### src/rtl/ws2812_rx.sv
// WS2812 single-wire receiver: measures high/low pulse widths on a synchronised line,
// assembles GRB pixels MSB-first and flags frame latches and protocol errors.
module ws2812_rx #(
    parameter int CLK_FREQ   = 50_000_000,
    parameter int MIN_HIGH   = 5,
    parameter int BIT_THRESH = 30,
    parameter int MAX_HIGH   = 60,
    parameter int RESET_CYC  = 2500
) (
    input  logic       sys_clk,
    input  logic       sys_rst,
    input  logic       din,
    output logic [7:0] data_g,
    output logic [7:0] data_r,
    output logic [7:0] data_b,
    output logic       pixel_valid,
    output logic [7:0] pixel_index,
    output logic       frame_done,
    output logic       err
);

    localparam logic [7:0]  MIN_H   = 8'(MIN_HIGH);
    localparam logic [7:0]  BIT_T   = 8'(BIT_THRESH);
    localparam logic [7:0]  MAX_H_M = 8'(MAX_HIGH - 1);
    localparam logic [11:0] RST_C_M = 12'(RESET_CYC - 1);

    typedef enum logic [1:0] {IDLE, HIGH, LOW, ERROR} state_t;

    state_t      state_q, state_d;
    logic        sync1_q, din_s_q, din_q;
    logic [7:0]  hcnt_q, hcnt_d;
    logic [11:0] lcnt_q, lcnt_d;
    logic [4:0]  bcnt_q, bcnt_d;
    logic [7:0]  pcnt_q, pcnt_d;
    logic        pix_seen_q, pix_seen_d;
    logic [23:0] shift_q, shift_d;
    logic [7:0]  data_g_q, data_g_d, data_r_q, data_r_d, data_b_q, data_b_d;
    logic [7:0]  pixel_index_q, pixel_index_d;
    logic        pixel_valid_q, pixel_valid_d;
    logic        frame_done_q, frame_done_d;
    logic        err_q, err_d;
    logic        rise, fall;
    logic [23:0] shift_next;

    assign rise       = din_s_q & ~din_q;
    assign fall       = ~din_s_q & din_q;
    assign shift_next = {shift_q[22:0], (hcnt_q >= BIT_T)};

    always_comb begin
        state_d       = state_q;
        hcnt_d        = hcnt_q;
        lcnt_d        = lcnt_q;
        bcnt_d        = bcnt_q;
        pcnt_d        = pcnt_q;
        pix_seen_d    = pix_seen_q;
        shift_d       = shift_q;
        data_g_d      = data_g_q;
        data_r_d      = data_r_q;
        data_b_d      = data_b_q;
        pixel_index_d = pixel_index_q;
        pixel_valid_d = 1'b0;
        frame_done_d  = 1'b0;
        err_d         = 1'b0;
        case (state_q)
            IDLE: begin
                bcnt_d     = '0;
                pcnt_d     = '0;
                pix_seen_d = 1'b0;
                shift_d    = '0;
                if (rise) begin
                    state_d = HIGH;
                    hcnt_d  = 8'd1;
                end
            end
            HIGH: begin
                // The falling edge wins over the stuck-high threshold on the same cycle.
                if (fall) begin
                    lcnt_d = 12'd1;
                    if (hcnt_q < MIN_H) begin
                        state_d = ERROR;
                        err_d   = 1'b1;
                    end else begin
                        state_d = LOW;
                        shift_d = shift_next;
                        if (bcnt_q == 5'd23) begin
                            data_g_d      = shift_next[23:16];
                            data_r_d      = shift_next[15:8];
                            data_b_d      = shift_next[7:0];
                            pixel_index_d = pcnt_q;
                            pixel_valid_d = 1'b1;
                            bcnt_d        = '0;
                            pcnt_d        = pcnt_q + 8'd1;
                            pix_seen_d    = 1'b1;
                        end else begin
                            bcnt_d = bcnt_q + 5'd1;
                        end
                    end
                end else if (hcnt_q >= MAX_H_M) begin
                    state_d = ERROR;
                    err_d   = 1'b1;
                    lcnt_d  = '0;
                end else if (hcnt_q != 8'hFF) begin
                    hcnt_d = hcnt_q + 8'd1;
                end
            end
            LOW: begin
                if (rise) begin
                    state_d = HIGH;
                    hcnt_d  = 8'd1;
                end else if (lcnt_q >= RST_C_M) begin
                    // Latch: a partial pixel is an error and is dropped.
                    state_d = IDLE;
                    if (bcnt_q != 5'd0) err_d = 1'b1;
                    else                frame_done_d = pix_seen_q;
                end else if (lcnt_q != 12'hFFF) begin
                    lcnt_d = lcnt_q + 12'd1;
                end
            end
            ERROR: begin
                if (din_s_q) begin
                    lcnt_d = '0;
                end else if (lcnt_q >= RST_C_M) begin
                    state_d = IDLE;
                end else if (lcnt_q != 12'hFFF) begin
                    lcnt_d = lcnt_q + 12'd1;
                end
            end
            default: state_d = IDLE;
        endcase
    end

    always_ff @(posedge sys_clk or posedge sys_rst) begin
        if (sys_rst) begin
            sync1_q       <= 1'b0;
            din_s_q       <= 1'b0;
            din_q         <= 1'b0;
            state_q       <= IDLE;
            hcnt_q        <= '0;
            lcnt_q        <= '0;
            bcnt_q        <= '0;
            pcnt_q        <= '0;
            pix_seen_q    <= 1'b0;
            shift_q       <= '0;
            data_g_q      <= '0;
            data_r_q      <= '0;
            data_b_q      <= '0;
            pixel_index_q <= '0;
            pixel_valid_q <= 1'b0;
            frame_done_q  <= 1'b0;
            err_q         <= 1'b0;
        end else begin
            sync1_q       <= din;
            din_s_q       <= sync1_q;
            din_q         <= din_s_q;
            state_q       <= state_d;
            hcnt_q        <= hcnt_d;
            lcnt_q        <= lcnt_d;
            bcnt_q        <= bcnt_d;
            pcnt_q        <= pcnt_d;
            pix_seen_q    <= pix_seen_d;
            shift_q       <= shift_d;
            data_g_q      <= data_g_d;
            data_r_q      <= data_r_d;
            data_b_q      <= data_b_d;
            pixel_index_q <= pixel_index_d;
            pixel_valid_q <= pixel_valid_d;
            frame_done_q  <= frame_done_d;
            err_q         <= err_d;
        end
    end

    assign data_g      = data_g_q;
    assign data_r      = data_r_q;
    assign data_b      = data_b_q;
    assign pixel_index = pixel_index_q;
    assign pixel_valid = pixel_valid_q;
    assign frame_done  = frame_done_q;
    assign err         = err_q;

endmodule

### config.mk
export PLATFORM = sky130hd
export DESIGN_NAME = ws2812_rx
export DESIGN_NICKNAME = d
export VERILOG_FILES = /design/src/rtl/ws2812_rx.sv
export SDC_FILE = /design/constraint.sdc
export NUM_CORES = 1
export LEC_CHECK = 0
export ABC_CLOCK_PERIOD_IN_PS = 2800
export BUFFER_PORTS_ARGS = -buffer_cell sky130_fd_sc_hd__buf_2
export CAP_MARGIN = 20
export CORE_MARGIN = 10
export CORE_UTILIZATION = 40
export CTS_BUF_LIST = sky130_fd_sc_hd__clkbuf_4 sky130_fd_sc_hd__clkbuf_8
export DETAILED_ROUTE_END_ITERATION = 10
export SLEW_MARGIN = 0
export SYNTH_ARGS = -nofsm -noshare
export SYNTH_HDL_FRONTEND = slang
export SYNTH_SLANG_ARGS = --single-unit
### constraint.sdc
create_clock -name sys_clk -period 2.8 [get_ports sys_clk]
set_clock_uncertainty 0.15 [all_clocks]
set_input_delay 0.14 -clock sys_clk [delete_from_list [all_inputs] [get_ports sys_clk]]
set_output_delay 0.14 -clock sys_clk [all_outputs]
set_load 0.03 [all_outputs]
==> reports/metrics.yaml, run 1 <==
status: "completed"
critical_path_arrival_ps: 2710
placed_area_mm2: 0.00485
crit_path_end_kind: "flip-flop"
period_minus_slack_ps: 2580
dp_hpwl_mm: 6.45
setup-violations-final: 0
synth_cell_types: 52
grt_overflow: 0
maxCapViolCount: 0
yosys_warnings: 0
power_density_mw_per_mm2: 681
clockBufferDepth: 2
ys_ff_latch: 97
clockRootBuffer: "clkbuf_8"
cp_common_cell: "or2_1"
antenna_found_initial: 0
row_count: 38
async_reset_ff_share_pct: 100
critical_path.cell_chain: "inv_1 -> ha_1 -> or2_1 -> a2111o_1 -> or2_1 -> o31ai_1"
crit_path_max_incr_delay_ps: 580
syn-num-nets: 511
cts_made_buffers: 9
clkLatencyLatePin_ps: 380
antenna_left: 0
fillers: 1063
whs_ps: 123
wl_per_cell_um: 14.0
hp-class: "primary input to asynchronous set/reset pin"
synth_edf_count: 0
synth_area_per_cell_um2: 9.03
tritoncts: "done"
rsz0062_at_grt: "false"
vias_per_cell: 5.22
hold_viol_final: 0
syn_area_mm2: 0.00449
synthCells: 497
worstPathMaxFanout: 12
area_growth_pct: 13.4
cts.sink_count: 97
cp.required_ps: 2930
peakVddDrop_uv: 317
dr_total_vias: 3521
die-width_um: 126
routabilityCongestion: 0.815
boundaryPins: 38
max_slew_margin_pct: 59.1
path_class: "flip-flop to flip-flop"
drive_above_1_share_pct: 13.8
fin_area_mm2: 0.00509
crit_slowest_cell: "a2111o_1"
grt_first_pass_wirelength_mm: 16.7
coreArea_mm2: 0.0109
htree_levels: 3
fin_crit_sh_pct: 92.3
clk_pin_slew_ps: 110
post_cts_buffers: 0
startpoint_type: "flip-flop"
port_buffers: 37
fin_nets: 544
die_y_um: 126
grt_pass1_vias: 3464
diodes: 0
p_leak_nw: 2.52
worstMarginPinSlew_ps: 613
wl_mm: 9.43
die_area_mm2: 0.0159
fmax_mhz: 387
grt_usage_pct: 12.3
drtIter0Drc: 317
finalMaxSlewViolations: 0
initial_core_util_pct: 41.2
ys.flop_type: "dfrtp_1"
final_common_cell: "nand2_1"
first_pass_iters: 5
grt_max_degree: 52
finalSetupTns_ps: 0
drc: 0
yosysSeqAreaShare_pct: 54.1
layout_common_cells: "nand2_1, dfrtp_1, o21ai_0, buf_2, nand3_1"
## worst max-delay path: cells and delay by family (launching register included)
| kind | cells | cell delay, ps |
|---|---|---|
| AND/OR/NAND/NOR | 2 | 670 |
| buffers and inverters | 1 | 100 |
| adder cells (fa/ha/maj) | 1 | 280 |
| flip-flops | 1 | 440 |
| AO/OA/AOI/OAI | 2 | 850 |
## power breakdown
part	switching (mW)	internal, mW
combinational	0.590	0.321
clock	0.555	0.441
sequential	0.0917	1.47
total	1.24	2.23
## routing by layer
metal  wire length (µm)  track usage, %  part of all wire, %  vias up
met5                  0               0                    0        -
met4                135            6.56                  1.4        0
met3                379            2.64                  4.0        8
met2               4330            18.2                   46       59
met1               4580            16.4                   49     1701
li1                   -               -                    -     1753
## synthesized netlist by cell type, types with 2 or more instances
library cell	count	area, µm²
a21oi_1	8	40.0
o21ba_2	2	20.0
a311o_1	2	20.0
or3_1	2	12.5
nand2_1	165	619
buf_2	10	50.1
mux2i_1	3	30.0
nor3_1	4	20.0
nand3_1	19	95.1
ha_1	11	138
nand2b_1	8	50.1
clkbuf_1	15	56.3
o21ai_0	51	255
and3_1	5	31.3
xnor2_1	2	17.5
inv_1	13	48.8
dfrtp_1	97	2430
o31ai_1	10	75.1
a31oi_1	10	62.6
a21o_1	2	15.0
nor4_1	3	18.8
o21a_1	2	15.0
or2_1	2	12.5
o41ai_1	4	35.0
nor2_1	13	48.8
or4_1	2	15.0
o211ai_1	2	15.0
nand4_1	6	37.5
## what timing repair did
| item | in CTS | in global routing |
|---|---|---|
| endpoints found under the hold margin | 66 | 0 |
| resized for setup | 0 | 0 |
| hold buffers | 2 | 0 |
## state kept, by name, indices dropped and copies added (netlist names)
register and cells:
pcnt_q 8, frame_done 1, shift_q 23, pixel_valid 1, din_q 1, sync1_q 1, lcnt_q 12, pixel_index 8
state_q 2, bcnt_q 5, data_g 8, data_b 8, data_r 8, hcnt_q 8, err 1, din_s_q 1
pix_seen_q 1
## kinds of logic (layout without fill, tap and decap cells)
group,Yosys count,in the layout,share of synthesized area [%]
simple gates,237,237,22.8
compound gates,102,102,14.4
flops,97,97,54.1
buf+inv,43,81,4.15
fa+ha+maj,11,11,3.07
mux,4,4,0.920
xor+xnor,3,3,0.586
## path summary, 6_finish.rpt
path | start | endpoint | slack, ps | depth (start not counted)
max in group asynchronous | sys_rst | data_b[4] | 1640 | 4
worst max-delay path | state_q[0] | hcnt_q[6] | 220 | 6
worst min register to register | sync1_q | din_s_q | 210 | 0
min in group sys_clk | sync1_q | din_s_q | 210 | 0
worst min-delay path | sys_rst | data_g[3] | 120 | 3
worst max register to register | state_q[0] | hcnt_q[6] | 220 | 6
## stage by stage
step	setup slack [ps]	util, %	instances	total power, mW
6_report	216	46.7	675	3.47
3_5_place_dp	222	44.5	657	2.49
3_3_place_gp	351	44.5	657	2.47
5_1_grt	23.9	46.7	675	3.71
2_1_floorplan	561	-	497	2.28
4_1_cts	191	46.7	675	3.51
## layout make-up
cell class	count	area, µm²	share of cell area (%)
Clock buffer	9	124	2.43
Timing Repair Buffer	51	320	6.29
Clock inverter	7	95.1	1.87
Sequential cell	97	2430	47.7
Inverter	14	56.3	1.11
Tap cell	140	175	3.44
Multi-Input combinational cell	357	1890	37.2
Power figures use the tool's default switching activity.
==> run 2: changes to the inputs <==
MAX_ROUTING_LAYER = met4   (was default)
==> reports/metrics.yaml, run 2 (synthesis gave the netlist of run 1 again) <==
status: "completed"
drive_above_1_share_pct: 13.8  # unchanged
die_area_mm2: 0.0159  # unchanged
first_pass_iters: 4  # -1
tritoncts: "done"
critical_path.cell_chain: "inv_1 -> ha_1 -> or2_1 -> a2111o_1 -> or2_1 -> o31ai_1"
register_area_mm2: 0.00243  # unchanged
routabilityCongestion: 0.827  # +1.5%
grt_overflow: 0  # unchanged
critPathBufInv: 1  # unchanged
hold_viol_final: 0  # unchanged
grt_max_degree: 52  # unchanged
initial_core_util_pct: 41.2  # unchanged
cp_common_cell: "or2_1"
clk_pin_slew_ps: 110  # about the same
grt_first_pass_wirelength_mm: 16.7  # about the same
placed_area_mm2: 0.00485  # unchanged
port_buffers: 37  # unchanged
combPwrFrac_pct: 26.3  # about the same
coreArea_mm2: 0.0109  # unchanged
fin_crit_sh_pct: 92.4  # +0.14 points
drc: 0  # unchanged
clkPwrFrac_pct: 28.8  # about the same
cp_num_cells: 6  # unchanged
whs_ps: 121  # -1.66 ps
rsz0062_at_grt: "false"
crit_path_max_incr_delay_ps: 580  # about the same
fmax_mhz: 386  # -0.15%
max_slew_margin_pct: 58.4  # -0.67 points
area_growth_pct: 13.4  # unchanged
htree_levels: 3  # unchanged
maxCapViolCount: 0  # unchanged
regMostFlops: "shift_q"
cts_made_buffers: 9  # unchanged
rr_worst_depth: 6  # unchanged
p_sw_mw: 1.24  # +0.36%
critical_path_arrival_ps: 2720  # about the same
post_cts_buffers: 0  # unchanged
cts.sink_count: 97  # unchanged
path_class: "flip-flop to flip-flop"
multi_input_area_mm2: 0.00189  # unchanged
drtIter0Drc: 317  # unchanged
startpoint_type: "flip-flop"
layout_common_cells: "nand2_1, dfrtp_1, o21ai_0, buf_2, nand3_1"
power_density_mw_per_mm2: 682  # +0.13%
grt_usage_pct: 12.7  # +0.38 points
dp_hpwl_mm: 6.45  # unchanged
ctsResizeCount: 0  # unchanged
die_y_um: 126  # unchanged
boundaryPins: 38  # unchanged
hp-class: "primary input to asynchronous set/reset pin"
cp_top_family: "compound AO/OA/AOI/OAI gates"
switching_share_pct: 35.8  # +0.084 points
p_leak_nw: 2.52  # unchanged
setup-violations-final: 0  # unchanged
fin_nets: 544  # unchanged
clockBufferDepth: 2  # unchanged
final_common_cell: "nand2_1"
reg_top3: "shift_q x23, lcnt_q x12"
wl_mm: 9.43  # about the same
crit_path_end_kind: "flip-flop"
peakVddDrop_uv: 317  # about the same
largest_reg_flops: 23  # unchanged
clockRootBuffer: "clkbuf_8"
cp.required_ps: 2930  # about the same
die-width_um: 126  # unchanged
worstPathMaxFanout: 12  # unchanged
fillers: 1063  # unchanged
vias_per_cell: 5.22  # +0.14%
finalSetupTns_ps: 0  # unchanged
dr_total_vias: 3526  # +0.14%
worstMarginPinSlew_ps: 623  # +10.0 ps
antenna_left: 0  # unchanged
antenna_found_initial: 0  # unchanged
diodes: 0  # unchanged
crit_slowest_cell: "a2111o_1"
clkLatencyLatePin_ps: 390  # about the same
period_minus_slack_ps: 2590  # +3.83 ps
fin_area_mm2: 0.00509  # unchanged
wl_per_cell_um: 14.0  # about the same
row_count: 38  # unchanged
grt_pass1_vias: 3460  # -0.12%
p_seq_share_pct: 44.9  # about the same
finalMaxSlewViolations: 0  # unchanged
intPower_mw: 2.23  # about the same
run 2: cell counts in the layout (fill, tap and decap cells not counted):
No cell type changed its count.
run 2: power groups by stage:
stage	logic [mW]	clock network (mW)	registers [mW]
after floorplan	0.734	0	1.55
after global placement	0.891	0	1.58
after detailed placement	0.909	0	1.58
after CTS	0.918	1.03	1.56
after global routing	1.06	1.08	1.57
final	0.915	0.998	1.56
run 2: what timing repair did:
action | 4_1_cts | 5_1_grt
hold buffers | 2 | 0
endpoints found under the hold margin | 66 | 0
setup endpoints to repair | 0 | 0
run 2: layout make-up:
class,instances,share of cell area [%]
Sequential cell,97,47.7
Clock inverter,7,1.87
Tap cell,140,3.44
Clock buffer,9,2.43
Timing Repair Buffer,51,6.29
Multi-Input combinational cell,357,37.2
Inverter,14,1.11
run 2: per-layer routing:
layer / wire length [µm] / up-vias / track usage, %
li1: - / 1752 / -
met5: 0 / - / -
met2: 4200 / 68 / 18.3
met4: 228 / 0 / 6.56
met3: 374 / 15 / 2.56
met1: 4630 / 1691 / 16.5
run 2: tightest hold or removal path: cells and delay by family:
family | cells | cell delay [ps]
buffers and inverters | 3 | 930
run 2: path summary, 6_finish.rpt:
| check | end | slack (ps) | from |
|---|---|---|---|
| max | hcnt_q[6] | 210 | state_q[0] |
| max reg2reg | hcnt_q[6] | 210 | state_q[0] |
| min reg2reg | din_s_q | 210 | sync1_q |
| min | data_g[3] | 120 | sys_rst |
| min in group sys_clk | din_s_q | 210 | sync1_q |
| max in group asynchronous | data_b[4] | 1640 | sys_rst |
run 2: per-stage QoR:
stage / worst slack [ps] / total power [mW] / utilization, % / instances
after floorplan: 561 / 2.28 / - / 497
after global placement: 351 / 2.47 / 44.5 / 657
after detailed placement: 222 / 2.49 / 44.5 / 657
after CTS: 191 / 3.51 / 46.7 / 675
after global routing: 23.9 / 3.71 / 46.7 / 675
final: 212 / 3.47 / 46.7 / 675
